[src/rtl/gcd_controller.sv]
// Control FSM for a 16-bit subtract-based GCD datapath: operand fetch over
// valid/ready, one subtraction per cycle, iteration watchdog. Optional: GCD_CTRL_ABORT_EN.
module gcd_controller #(
    parameter int CNT_W    = 16,
    parameter int MAX_ITER = 65535
) (
    input  logic             clk,
    input  logic             rst,
    input  logic             start,
    input  logic             in_valid,
    output logic             in_ready,
    input  logic             lt,
    input  logic             gt,
    input  logic             eq,
    output logic             lda,
    output logic             ldb,
    output logic             sel1,
    output logic             sel2,
    output logic             selin,
    output logic             busy,
    output logic             done,
    output logic             err,
    output logic [CNT_W-1:0] iter_count
`ifdef GCD_CTRL_ABORT_EN
    ,
    input  logic             abort
`endif
);

    typedef enum logic [2:0] {
        S_IDLE,
        S_LOAD_A,
        S_LOAD_B,
        S_ITERATE,
        S_DONE,
        S_ERR
    } state_t;

    localparam logic [CNT_W-1:0] MAX_CNT = CNT_W'(MAX_ITER);

    state_t           state_q, state_d;
    logic [CNT_W-1:0] iter_q, iter_d;
    logic             err_q, err_d;
    logic             abort_hit;

`ifdef GCD_CTRL_ABORT_EN
    assign abort_hit = abort & (state_q != S_IDLE);
`else
    assign abort_hit = 1'b0;
`endif

    always_comb begin
        state_d  = state_q;
        iter_d   = iter_q;
        err_d    = err_q;
        in_ready = 1'b0;
        lda      = 1'b0;
        ldb      = 1'b0;
        sel1     = 1'b0;
        sel2     = 1'b0;
        selin    = 1'b0;
        done     = 1'b0;
        busy     = (state_q != S_IDLE);

        case (state_q)
            S_IDLE: begin
                if (start) begin
                    state_d = S_LOAD_A;
                    iter_d  = '0;
                    err_d   = 1'b0;
                end
            end
            S_LOAD_A: begin
                selin    = 1'b1;
                in_ready = 1'b1;
                lda      = in_valid;
                if (in_valid) state_d = S_LOAD_B;
            end
            S_LOAD_B: begin
                selin    = 1'b1;
                in_ready = 1'b1;
                ldb      = in_valid;
                if (in_valid) state_d = S_ITERATE;
            end
            S_ITERATE: begin
                // A missing flag is treated like equality so the run still ends
                if (eq || !(gt || lt)) begin
                    state_d = S_DONE;
                end else if (iter_q == MAX_CNT) begin
                    state_d = S_ERR;
                    err_d   = 1'b1;
                end else if (gt) begin
                    sel2   = 1'b1;
                    lda    = 1'b1;
                    iter_d = iter_q + 1'b1;
                end else begin
                    sel1   = 1'b1;
                    ldb    = 1'b1;
                    iter_d = iter_q + 1'b1;
                end
            end
            S_DONE: begin
                done    = 1'b1;
                state_d = S_IDLE;
            end
            S_ERR: begin
                done    = 1'b1;
                state_d = S_IDLE;
            end
            default: state_d = S_IDLE;
        endcase

        // Abort drops straight to IDLE, suppressing loads and completion status
        if (abort_hit) begin
            lda      = 1'b0;
            ldb      = 1'b0;
            in_ready = 1'b0;
            done     = 1'b0;
            state_d  = S_IDLE;
            iter_d   = iter_q;
            err_d    = err_q;
        end
    end

    always_ff @(posedge clk) begin
        if (rst) begin
            state_q <= S_IDLE;
            iter_q  <= '0;
            err_q   <= 1'b0;
        end else begin
            state_q <= state_d;
            iter_q  <= iter_d;
            err_q   <= err_d;
        end
    end

    assign err        = err_q;
    assign iter_count = iter_q;

endmodule

[config.mk]
export PLATFORM = sky130hd
export DESIGN_NAME = gcd_controller
export DESIGN_NICKNAME = d
export VERILOG_FILES = /design/src/rtl/gcd_controller.sv
export SDC_FILE = /design/constraint.sdc
export NUM_CORES = 1
export LEC_CHECK = 0
export BUFFER_PORTS_ARGS = -buffer_cell sky130_fd_sc_hd__buf_2
export CORE_MARGIN = 2
export CORE_UTILIZATION = 45
export DETAILED_ROUTE_END_ITERATION = 16
export PLACE_DENSITY = 0.65
export SLEW_MARGIN = 20
export SYNTH_ARGS = -nofsm -noshare
export SYNTH_HDL_FRONTEND = slang
export SYNTH_SLANG_ARGS = --single-unit
[constraint.sdc]
create_clock -name clk -period 5.6 [get_ports clk]
set_input_delay 1.68 -clock clk [delete_from_list [all_inputs] [get_ports clk]]
set_output_delay 1.68 -clock clk [all_outputs]
set_load 0.005 [all_outputs]
==> metrics.cfg <==
[run_status]
status = finished clean

[cells_and_area]
layout.nets = 190
drive_above_1_share_pct = 27.07
syn_to_final_growth_pct = 15.41
regArea_um2 = 400.4
num-fill-cells = 279
antenna_cells = 0
multi_input_area_um2 = 818.3
fin_util_pct = 53.60
layoutNonFillerInstCount = 212

[worst_setup_path]
cp.required_ns = 3.92
worstSetupStartpoint = gt
r2r_start = state_q[1]
critical_path.max_fanout = 8
start_kind = input port
critPathCaptureType = output pin
rr_worst_depth = 5
cp-endpoint = lda
reg2reg_to = iter_count[4]
arrival_ns = 2.84
path_class = input port to output pin
r2r_slack_ns = 3.55

[global_route]
track_usage_pct = 19.42
antenna_found_initial = 0
grt_max_degree = 16
grt_pass1_wl_mm = 5.037
grt_overflow = 0
grt_pass1_vias = 1090

[yosys]
netlist_instances = 153
synth_top_cell_by_area = dfxtp_1
seq_area_frac_synth_pct = 31.81
yosys-top-cells-area = dfxtp_1, nand2_1, a21oi_1
yosysWarnings = 0
syn_area_um2 = 1259
synth_top_area_share_pct = 31.81
synth_common_cells = dfxtp_1, nand2_1, nor2_1, a21oi_1, o21ai_0
yosysUniqueCellTypes = 53
yosysMostFrequentCell = dfxtp_1
async_flop_share_pct = 0
synth_ff_type = dfxtp_1
synth_edf_count = 0
ys_ff_latch = 20
avgSynthCellArea_um2 = 8.227
synth_nets = 161

[sta]
setup_viol = 0
rsz0062_at_grt = false
tightest_slew_ns = 0.6653
slew_viol_final = 0
fin_skew_ns = 0.007686
finalCritPeriodShare_pct = 80.72
finalSetupTns_ns = 0
slew_headroom_pct = 55.49
hold_viol_final = 0
period_needed_ns = 4.521
timing.fmax_mhz = 221.2

[drt]
first_iter_violations = 55
avgRoutedWirePerCell_um = 14.42
dr.pass1.iters = 4
detail-route-antenna-nets = 0
vias = 1265
via_per_inst = 5.967
wl_met2_mm = 1.364
drt-met1-wl_mm = 1.417
drc = 0
met3WireLength_um = 228
top_layer = met4
routed_wl_mm = 3.057

[cts]
ctsHtreeMaxLevel = 1
clk_path_buf_depth = 2
cts_setup_buffers = 0
clkTransAtPathRegs_ns = 0.11
cts.sinks = 20
clk_latency_ns = 0.31
clockRootBuffer = clkbuf_4
hold_buffers = 0
cts_resized = 0
cts_tree = built
cts_buffers = 3

[floorplan]
fp.dieH_um = 56.89
coreArea_um2 = 2710
die-area_um2 = 3236
num_rows = 19
num_io_pins = 32
die_w_um = 56.89
start_util_pct = 46.45

[place]
dp.cells = 208
io_buffers = 31
gp_congestion = 0.8529
hpwlAfterDp_mm = 2.318

[worst_hold_path]
min_delay_path_depth = 1
hold_class = flop to flop

[power]
peakVddDrop_mv = 0.2008
p_leak_nw = 0.5807
power.total_w = 0.0003970
power_density_nw_per_um2 = 273.3

[run]
cap_violations = 0

## routing by layer
layer | GRT usage [%] | vias up
met5 | 0 | -
li1 | - | 634
met4 | 8.306 | 0
met1 | 27.29 | 576
met3 | 3.226 | 6
met2 | 29.06 | 49
## power by group
part | total (W) | switching [W] | internal (W) | leakage [nW]
Combinational | 0.000138 | 0.0000746 | 0.0000639 | 0.398
Clock | 0.0000867 | 0.0000469 | 0.0000398 | 0.0210
Sequential | 0.000172 | 0.0000219 | 0.000150 | 0.162
## flip-flops by register name, indices dropped and copies added, names as in the netlist
signal,count
err,1
state_q,3
iter_count,16
## worst min-delay path by stage
stage / from / end / slack (ns)
2_1_floorplan: iter_count[12] / iter_count[12] / 0.48
3_3_place_gp: iter_count[15] / iter_count[15] / 0.49
3_5_place_dp: iter_count[9] / iter_count[9] / 0.50
4_1_cts: iter_count[9] / iter_count[9] / 0.52
5_1_grt: iter_count[9] / iter_count[9] / 0.54
6_report: iter_count[9] / iter_count[9] / 0.52
## critical path, stage by stage
cell     delay, ns
buf_2         0.12
o21ba_2       0.25
nand2_2       0.16
a21oi_1       0.09
and2_4        0.21
or2_1         0.21
buf_2         0.12
## kinds of logic after synthesis
group | after synthesis | share of synthesized area (%)
compound gates | 47 | 25.95
xor+xnor | 4 | 2.784
flops | 20 | 31.81
buf+inv | 8 | 3.180
simple gates | 67 | 30.52
mux | 6 | 4.772
fa+ha+maj | 1 | 0.9939
## layout make-up
| class | count | area share (%) |
|---|---|---|
| clock buffer | 4 | 2.498 |
| inverter | 1 | 0.2584 |
| multi-input combinational | 125 | 56.33 |
| sequential | 20 | 27.56 |
| tap | 31 | 2.670 |
| timing repair buffer | 31 | 10.68 |
## placed cells by master, fill, tap and decap left out, drive strengths merged, types with 2 or more instances in the layout
cell	synthesis	final
nand2	20	20
nand4	2	2
a21oi	12	12
a31o	3	3
o211ai	3	3
a31oi	2	2
or3	3	3
nor4	3	3
a22o	2	2
xnor2	3	3
and2	2	2
nor2	13	13
buf	5	31
o21ai	8	8
mux2i	6	6
nor3	6	6
clkbuf	2	4
nand3	6	6
dfxtp	20	20
and3	3	3
a21o	3	3
nor2b	2	2
a211oi	4	4
## metrics by stage
step	instance area, µm²	hold WS [ns]	setup slack (ns)
floorplan	1259	0.4784	1.413
global placement	1416	0.4920	1.110
detailed placement	1416	0.5044	1.088
CTS	1453	0.5189	1.086
global route	1453	0.5392	1.004
finish	1453	0.5164	1.079
Note: power is estimated with default switching activity, not from simulation.
